### config.mk
export PLATFORM = sky130hd
export DESIGN_NAME = tour_cmd_arbiter_flat
export DESIGN_NICKNAME = d
export VERILOG_FILES = /design/src/rtl/tour_cmd_arbiter_if.sv /design/src/rtl/tour_cmd_arbiter.sv /design/src/flat_wrapper.sv
export SDC_FILE = /design/constraint.sdc
export NUM_CORES = 1
export LEC_CHECK = 0
export CORE_UTILIZATION = 34
export DETAILED_ROUTE_END_ITERATION = 16
export PLACE_DENSITY_LB_ADDON = 0.1
export SLEW_MARGIN = 20
export SYNTH_ARGS = -nofsm -noshare
export SYNTH_HDL_FRONTEND = slang
export SYNTH_SLANG_ARGS = --single-unit
### constraint.sdc
create_clock -name clk -period 4.1 [get_ports clk]
set_input_delay 0.615 -clock clk [delete_from_list [all_inputs] [get_ports clk]]
set_output_delay 0.615 -clock clk [all_outputs]
set_load 0.03 [all_outputs]
### src/rtl/tour_cmd_arbiter_if.sv
// Bundle of the UART-side, solver-side and cmd_proc-side signals around the
// tour command arbiter. The master modport is the arbiter itself; the slave
// modport is everything around it (UART wrapper, solver, cmd_proc).
interface tour_cmd_arbiter_if #(
  parameter int IDX_W = 5
);
  logic [15:0]      cmd_UART;
  logic             cmd_rdy_UART;
  logic             clr_cmd_rdy_UART;
  logic             start_tour;
  logic [7:0]       move;
  logic [IDX_W-1:0] mv_indx;
  logic [15:0]      cmd;
  logic             cmd_rdy;
  logic             clr_cmd_rdy;
  logic             send_resp;
  logic [7:0]       resp;

  modport master (
    input  cmd_UART, cmd_rdy_UART, start_tour, move, clr_cmd_rdy, send_resp,
    output clr_cmd_rdy_UART, mv_indx, cmd, cmd_rdy, resp
  );

  modport slave (
    output cmd_UART, cmd_rdy_UART, start_tour, move, clr_cmd_rdy, send_resp,
    input  clr_cmd_rdy_UART, mv_indx, cmd, cmd_rdy, resp
  );
endinterface

### src/rtl/tour_cmd_arbiter.sv
// Tour command arbiter: passes UART commands to cmd_proc while idle, and on
// start_tour replays the solved knight's tour as vertical/horizontal leg
// command pairs, handshaking each one with cmd_proc.
module tour_cmd_arbiter #(
  parameter int NUM_MOVES = 24,
  parameter int IDX_W     = 5
) (
  input  logic                  clk,
  input  logic                  rst_n,
  tour_cmd_arbiter_if.master    bus
);

  localparam logic [7:0] HDG_N = 8'h00;
  localparam logic [7:0] HDG_W = 8'h3F;
  localparam logic [7:0] HDG_S = 8'h7F;
  localparam logic [7:0] HDG_E = 8'hBF;
  localparam logic [3:0] OP_VERT = 4'h4;
  localparam logic [3:0] OP_HORZ = 4'h5;
  localparam logic [7:0] RESP_DONE = 8'hA5;
  localparam logic [7:0] RESP_BUSY = 8'h5A;
  localparam logic [IDX_W-1:0] LAST_IDX = IDX_W'(NUM_MOVES - 1);

  typedef enum logic [2:0] {
    IDLE  = 3'd0,
    VERT  = 3'd1,
    VWAIT = 3'd2,
    HORZ  = 3'd3,
    HWAIT = 3'd4
  } state_t;

  state_t           state_r, next_state_s;
  logic [IDX_W-1:0] mv_indx_r, next_mv_indx_s;
  logic [15:0]      vert_cmd_s, horz_cmd_s;
  logic             last_move_s;

  // Vertical leg of a knight move; the lowest set bit wins, and an empty
  // move still yields a zero-length northward leg.
  function automatic logic [15:0] vert_leg_f(input logic [7:0] mv);
    logic [7:0] hdg;
    logic [3:0] sq;
    if      (mv[0]) begin hdg = HDG_N; sq = 4'd2; end
    else if (mv[1]) begin hdg = HDG_N; sq = 4'd2; end
    else if (mv[2]) begin hdg = HDG_N; sq = 4'd1; end
    else if (mv[3]) begin hdg = HDG_S; sq = 4'd1; end
    else if (mv[4]) begin hdg = HDG_S; sq = 4'd2; end
    else if (mv[5]) begin hdg = HDG_S; sq = 4'd2; end
    else if (mv[6]) begin hdg = HDG_S; sq = 4'd1; end
    else if (mv[7]) begin hdg = HDG_N; sq = 4'd1; end
    else            begin hdg = HDG_N; sq = 4'd0; end
    return {OP_VERT, hdg, sq};
  endfunction

  // Horizontal (fanfare) leg of a knight move; same priority rule, and an
  // empty move yields a zero-length westward leg.
  function automatic logic [15:0] horz_leg_f(input logic [7:0] mv);
    logic [7:0] hdg;
    logic [3:0] sq;
    if      (mv[0]) begin hdg = HDG_E; sq = 4'd1; end
    else if (mv[1]) begin hdg = HDG_W; sq = 4'd1; end
    else if (mv[2]) begin hdg = HDG_W; sq = 4'd2; end
    else if (mv[3]) begin hdg = HDG_W; sq = 4'd2; end
    else if (mv[4]) begin hdg = HDG_W; sq = 4'd1; end
    else if (mv[5]) begin hdg = HDG_E; sq = 4'd1; end
    else if (mv[6]) begin hdg = HDG_E; sq = 4'd2; end
    else if (mv[7]) begin hdg = HDG_E; sq = 4'd2; end
    else            begin hdg = HDG_W; sq = 4'd0; end
    return {OP_HORZ, hdg, sq};
  endfunction

  assign vert_cmd_s  = vert_leg_f(bus.move);
  assign horz_cmd_s  = horz_leg_f(bus.move);
  assign last_move_s = (mv_indx_r == LAST_IDX);
  assign bus.mv_indx = mv_indx_r;

  // State and move-index registers.
  always_ff @(posedge clk or negedge rst_n) begin
    if (!rst_n) begin
      state_r   <= IDLE;
      mv_indx_r <= '0;
    end else begin
      state_r   <= next_state_s;
      mv_indx_r <= next_mv_indx_s;
    end
  end

  // Next-state logic and command/handshake outputs from the current state.
  always_comb begin
    next_state_s         = state_r;
    next_mv_indx_s       = mv_indx_r;
    bus.cmd              = bus.cmd_UART;
    bus.cmd_rdy          = 1'b0;
    bus.clr_cmd_rdy_UART = 1'b0;
    bus.resp             = RESP_BUSY;
    case (state_r)
      IDLE: begin
        bus.cmd              = bus.cmd_UART;
        bus.cmd_rdy          = bus.cmd_rdy_UART;
        bus.clr_cmd_rdy_UART = bus.clr_cmd_rdy;
        bus.resp             = RESP_DONE;
        if (bus.start_tour) begin
          next_state_s   = VERT;
          next_mv_indx_s = '0;
        end else begin
          next_state_s   = IDLE;
        end
      end
      VERT: begin
        bus.cmd     = vert_cmd_s;
        bus.cmd_rdy = 1'b1;
        if (bus.clr_cmd_rdy) begin
          next_state_s = VWAIT;
        end else begin
          next_state_s = VERT;
        end
      end
      VWAIT: begin
        bus.cmd = vert_cmd_s;
        if (bus.send_resp) begin
          next_state_s = HORZ;
        end else begin
          next_state_s = VWAIT;
        end
      end
      HORZ: begin
        bus.cmd     = horz_cmd_s;
        bus.cmd_rdy = 1'b1;
        if (bus.clr_cmd_rdy) begin
          next_state_s = HWAIT;
        end else begin
          next_state_s = HORZ;
        end
      end
      HWAIT: begin
        bus.cmd = horz_cmd_s;
        if (last_move_s) begin
          bus.resp = RESP_DONE;
        end else begin
          bus.resp = RESP_BUSY;
        end
        if (bus.send_resp && last_move_s) begin
          next_state_s   = IDLE;
          next_mv_indx_s = '0;
        end else if (bus.send_resp) begin
          next_state_s   = VERT;
          next_mv_indx_s = mv_indx_r + IDX_W'(1);
        end else begin
          next_state_s   = HWAIT;
        end
      end
      default: begin
        next_state_s   = IDLE;
        next_mv_indx_s = '0;
      end
    endcase
  end

endmodule

### src/flat_wrapper.sv
// flat-port wrapper written by rule: the top's interface ports become plain ports
module tour_cmd_arbiter_flat 
#(
  parameter int NUM_MOVES = 24,
  parameter int IDX_W     = 5
)
  (clk, rst_n, bus_cmd_UART, bus_cmd_rdy_UART, bus_start_tour, bus_move, bus_clr_cmd_rdy, bus_send_resp, bus_clr_cmd_rdy_UART, bus_mv_indx, bus_cmd, bus_cmd_rdy, bus_resp);
  tour_cmd_arbiter_if #(.IDX_W(IDX_W)) bus_i ();
  input  logic clk;
  input  logic rst_n;
  input wire logic [$bits(bus_i.cmd_UART)-1:0] bus_cmd_UART;
  input wire logic [$bits(bus_i.cmd_rdy_UART)-1:0] bus_cmd_rdy_UART;
  input wire logic [$bits(bus_i.start_tour)-1:0] bus_start_tour;
  input wire logic [$bits(bus_i.move)-1:0] bus_move;
  input wire logic [$bits(bus_i.clr_cmd_rdy)-1:0] bus_clr_cmd_rdy;
  input wire logic [$bits(bus_i.send_resp)-1:0] bus_send_resp;
  output wire logic [$bits(bus_i.clr_cmd_rdy_UART)-1:0] bus_clr_cmd_rdy_UART;
  output wire logic [$bits(bus_i.mv_indx)-1:0] bus_mv_indx;
  output wire logic [$bits(bus_i.cmd)-1:0] bus_cmd;
  output wire logic [$bits(bus_i.cmd_rdy)-1:0] bus_cmd_rdy;
  output wire logic [$bits(bus_i.resp)-1:0] bus_resp;
  assign bus_i.cmd_UART = bus_cmd_UART;
  assign bus_i.cmd_rdy_UART = bus_cmd_rdy_UART;
  assign bus_i.start_tour = bus_start_tour;
  assign bus_i.move = bus_move;
  assign bus_i.clr_cmd_rdy = bus_clr_cmd_rdy;
  assign bus_i.send_resp = bus_send_resp;
  assign bus_clr_cmd_rdy_UART = bus_i.clr_cmd_rdy_UART;
  assign bus_mv_indx = bus_i.mv_indx;
  assign bus_cmd = bus_i.cmd;
  assign bus_cmd_rdy = bus_i.cmd_rdy;
  assign bus_resp = bus_i.resp;
  tour_cmd_arbiter #(.NUM_MOVES(NUM_MOVES), .IDX_W(IDX_W)) u_core (.clk(clk), .rst_n(rst_n), .bus(bus_i));
endmodule
# After elaboration in Yosys (flattened, before gate mapping)
# Index checks and enable logic that the tools add are counted.
dict set report word_totals {
  regBits 8
  word_cells 65
  inputBits 30
}
dict set report op_classes {
  reduce_logical 7
  muxes 47
  addsub 1
  eq_ne 7
  n_bitwise 1
}
# operator n
set ops {}
lappend ops {{2-to-1 mux 8 bit} 15}
lappend ops {{2-to-1 mux 4 bit} 14}
lappend ops {{case mux 16 bit (2 select lines)} 1}
lappend ops {{case mux 8 bit (2 select lines)} 1}
lappend ops {{2-to-1 mux 5 bit} 3}
lappend ops {{case mux 3 bit (5 select lines)} 1}
lappend ops {{case mux 5 bit (3 select lines)} 1}
lappend ops {{2-to-1 mux 3 bit} 3}
lappend ops {{2-to-1 mux 7 bit} 1}
lappend ops {{== test 3 x 2 -> 1 bit, second input constant} 2}
lappend ops {{OR reduction 2 bit} 3}
lappend ops {{adder 5 x 1 -> 5 bit, second input constant} 1}
lappend ops {{== test 5 bit, second input constant} 1}
lappend ops {{2-to-1 mux 1 bit} 4}
lappend ops {{2-to-1 mux 2 bit} 2}
lappend ops {{== test 3 x 1 -> 1 bit, second input constant} 1}
lappend ops {{== test 3 bit, second input constant} 1}
lappend ops {{logical NOT 3 bit} 1}
lappend ops {{inequality test 3 x 2 -> 1 bit, second input constant} 1}
lappend ops {{AND reduction 3 bit} 1}
lappend ops {{OR reduction 3 bit} 1}
lappend ops {{inequality test 2 bit, second input constant} 1}
lappend ops {{case mux 1 bit (2 select lines)} 1}
lappend ops {{logical AND 1 bit} 1}
lappend ops {{NOT 1 bit} 1}

# Depth between registers and ports, before layout
dict set report depth {
  ltp_word 9
  depth_mapped 6
}

# Worst setup path before layout
# No wires, ideal clock.
dict set report synth_path {
  path_kind {register -> output}
  startpoint {reg u_core.mv_indx_r[0], in the netlist u_core.bus.mv_indx[0]}
  endpoint {out bus_resp[3]}
  t_required_ps 3485
  path_stages_with_launch 7
  t_arrival_ps 2679
  path_slack_ps 806
  cell_sequence {dfrtp_1 ha_1 nand4b_1 and2_1 nor3_1 inv_1 buf_4}
}
dict set report synth_between {
  elab_chain_len 3
}
# item line_no
set synth_lines {}
lappend synth_lines {{start: declaration} tour_cmd_arbiter.sv:32} ;# logic [IDX_W-1:0] mv_indx_r, next_mv_indx_s;
lappend synth_lines {{start signal: assignment} tour_cmd_arbiter.sv:82} ;# mv_indx_r <= next_mv_indx_s;
lappend synth_lines {{== test 5 bit} tour_cmd_arbiter.sv:72} ;# assign last_move_s = (mv_indx_r == LAST_IDX);
lappend synth_lines {{2-to-1 mux 8 bit} tour_cmd_arbiter.sv:135} ;# if (last_move_s) begin
lappend synth_lines {{case mux 8 bit (2 select lines)} tour_cmd_arbiter.sv:94} ;# case (state_r)
lappend synth_lines {{end: declaration} flat_wrapper.sv:21} ;# output wire logic [$bits(bus_i.resp)-1:0] bus_resp;
# No other way between the ends.

# Worst setup path after layout
dict set report layout_path {
  startpoint {in bus_move[3]}
  endpoint {out bus_cmd[8]}
}
dict set report layout_between {
  elab_chain_len 5
}
# item line_no
set layout_lines {}
lappend layout_lines {{start: declaration} flat_wrapper.sv:14} ;# input wire logic [$bits(bus_i.move)-1:0] bus_move;
lappend layout_lines {{2-to-1 mux 8 bit (on tied branches)} {tour_cmd_arbiter.sv:61, tour_cmd_arbiter.sv:44}}
lappend layout_lines {{2-to-1 mux 8 bit (on tied branches)} {tour_cmd_arbiter.sv:60, tour_cmd_arbiter.sv:43}}
lappend layout_lines {{2-to-1 mux 8 bit (on tied branches)} {tour_cmd_arbiter.sv:59, tour_cmd_arbiter.sv:42}}
lappend layout_lines {{2-to-1 mux 8 bit (on tied branches)} {tour_cmd_arbiter.sv:58, tour_cmd_arbiter.sv:41}}
lappend layout_lines {{case mux 16 bit (2 select lines) (*)} tour_cmd_arbiter.sv:94}
lappend layout_lines {{end: declaration} flat_wrapper.sv:19} ;# output wire logic [$bits(bus_i.cmd)-1:0] bus_cmd;
# Mark *: on every way between the ends. The rest lies on a longest branch, timed or not.

==> results.cfg <==
[cells_and_area]
layout.filler_cells = 278
num_antenna_cells = 0
regArea_um2 = 200
drive_gt1_share_pct = 7.07
instances_no_fill = 242
final_common_cell = clkdlybuf4s50_1
final_cell_mix = clkdlybuf4s50_1, nor2_1, nand2_1, o21ai_0
area_growth_pct = 52.7
num-nets-final = 231
multi_input_area_um2 = 757

[timing]
finalHoldWorstSlack_ps = 530
fin_setup_tns_ps = 0
post-route-min-period_ps = 3390
finalHoldViolations = 0
finalSetupViolCount = 0
drv_slew = 0
post-route-period-util_pct = 82.7
slew_headroom_pct = 42.6
rsz0062_at_grt = no
fmax_mhz = 295
fin_skew_ps = 6.39
tightest_slew_ps = 861

[place]
io_buffers = 60
globalplace.congestion = 0.732
dp_hpwl_um = 2280
dp_cells = 239

[global_routing]
grt_pass1_vias = 1115
use_met1_pct = 24.6
use_met3_pct = 3.30
busiest_layer = met2
met2_usage_pct = 26.9
antenna_found_initial = 0
overflow = 0
grt_max_degree = 27
grt_usage_pct = 17.5
grt_first_pass_wirelength_um = 4840

[clock_tree]
cts_max_path_buffers = 2
post_cts_resized = 0
cts_made_buffers = 3
path_clk_slew_ps = 50
cts_sinks = 8
postCtsSetupBuffers = 0
postCtsHoldBufs = 0
root_buffer = clkbuf_4
insertion_delay_ps = 260
cts_tree = built
cts-htree-levels = 1

[die]
die_w_um = 58.5
dieArea_um2 = 3420
core_area_um2 = 3030
rows = 20
die_h_um = 58.5
start_util_pct = 35.8
num_io_pins = 61

[yosys]
synth-simple-area-share_pct = 38.8
yosysSeqAreaShare_pct = 18.5
postSynthCellCount = 148
async_reset_ff_share_pct = 100
synth_top_family_by_area = simple AND/OR/NAND/NOR gates
synth.distinct_cells = 43
syn_nets = 179
synthMuxAreaShare_pct = 3.00
synth_area_um2 = 1080
synth_xor_area_share_pct = 2.42
synth_flop_cell = dfrtp_1
synth_compound_area_share_pct = 24.5
synth-seq-cells = 8
yosys_warnings = 0
synth-adder-area-share_pct = 1.15
postSynthAreaPerCell_um2 = 7.32
synth_edf_count = 0

[worst_setup_path]
path_max_fanout = 6
critPathMaxStageDelay_ps = 670
arrival_ps = 2780
path_cells = clkdlybuf4s50_1 > nor4_2 > nor4_2 > nor3_2 > o21ai_0 > and3_1 > clkdlybuf4s50_1
timing_worst_setup_path_type = in -> out
required_ps = 3480
cp_slowest_cell = clkdlybuf4s50_1
setup.worst_path.start_class = primary input
end_kind = output pin

[pwr]
p_leak_nw = 0.618
powerDensity_nw_per_um2 = 818
ir_worst_vdd_mv = 0.325

[worst_hold_path]
worstHoldPathType = reg -> reg

[flow_run]
cap_violations = 0

[routing]
routed_wl_um = 2950
dr.pass1.iters = 4
drc = 0
routed-via-count = 1248
via_per_inst = 5.16
wl_per_cell_um = 12.2
ant_nets = 0
drt_iter0_drc = 31

[run_status]
status = complete, no violations
[worst max-delay path, delay by kind of cell]
family          cells  cell delay (ps)
buf+inv             2             1260
simple gates        4              710
compound gates      1              190
[stage by stage]
step           power, mW  setup slack, ps  instance area [um^2]  utilization [%]
3_3_place_gp        1.29              747                  1630             53.9
5_1_grt             1.44              558                  1650             54.6
2_1_floorplan      0.958              806                  1080                -
4_1_cts             1.36              702                  1650             54.6
6_report            1.35              710                  1650             54.6
3_5_place_dp        1.30              710                  1630             53.9
[kinds of logic (layout without fill, tap and decap cells)]
logic type,after synthesis,after routing
simple gates,75,75
compound gates,41,41
buf+inv,17,67
flops,8,8
xor+xnor,3,3
mux,3,3
fa+ha+maj,1,1
[state kept, by name, indices dropped and copies added, names as in the netlist]
signal	flops
u_core.state_r	3
u_core.bus.mv_indx	5
[Yosys cell counts, types with 2 or more instances]
cell	count	area, um^2
nor2_1	18	67.6
nand2_1	14	52.6
o21ai_0	13	65.1
a21oi_1	11	55.1
nor2b_1	11	68.8
and3_1	8	50.1
dfrtp_1	8	200
buf_4	6	45.0
buf_6	5	56.3
nand3_1	5	25.0
inv_1	3	11.3
nand3b_1	3	22.5
a211oi_1	2	15.0
a22o_1	2	17.5
a22oi_1	2	15.0
a31oi_1	2	12.5
buf_2	2	10.0
mux2_2	2	22.5
nand2b_1	2	12.5
nor4_1	2	12.5
nor4_2	2	25.0
o211ai_1	2	15.0
o31ai_1	2	15.0
xnor2_1	2	17.5
[worst paths after layout]
| check | endpoint | slack (ps) | startpoint | depth (start not counted) |
|---|---|---|---|---|
| hold / removal | u_core.bus.mv_indx[4]$_DFFE_PN0P_ | 530 | u_core.bus.mv_indx[4]$_DFFE_PN0P_ | 1 |
| min in group asynchronous | u_core.bus.mv_indx[3]$_DFFE_PN0P_ | 640 | rst_n | 1 |
| setup / recovery | bus_cmd[8] | 710 | bus_move[3] | 7 |
| hold reg to reg | u_core.bus.mv_indx[4]$_DFFE_PN0P_ | 530 | u_core.bus.mv_indx[4]$_DFFE_PN0P_ | 1 |
| max in group asynchronous | u_core.state_r[0]$_DFF_PN0_ | 3190 | rst_n | 1 |
| setup reg to reg | u_core.bus.mv_indx[3]$_DFFE_PN0P_ | 2310 | u_core.state_r[1]$_DFF_PN0_ | 5 |
[cell type report]
cell class	count	area share (%)
Inverter	3	0.681
Clock buffer	3	1.36
Timing Repair Buffer	61	36.8
Sequential cell	8	12.1
Multi-Input combinational cell	123	45.8
Tap cell	44	3.33
[per-layer routing]
metal / part of all wire (%) / routed length [um]
met5: 0 / 0
met4: 0.92 / 27
met3: 7.5 / 222
met2: 43 / 1260
met1: 49 / 1440
[where the power goes]
part	switching [mW]	leakage, nW	internal (mW)
clock	0.0273	0.0138	0.0335
sequential	0.0822	0.108	0.0949
combinational	0.634	0.497	0.481
total	0.744	0.618	0.609
Note: power is estimated with default switching activity, not from simulation.
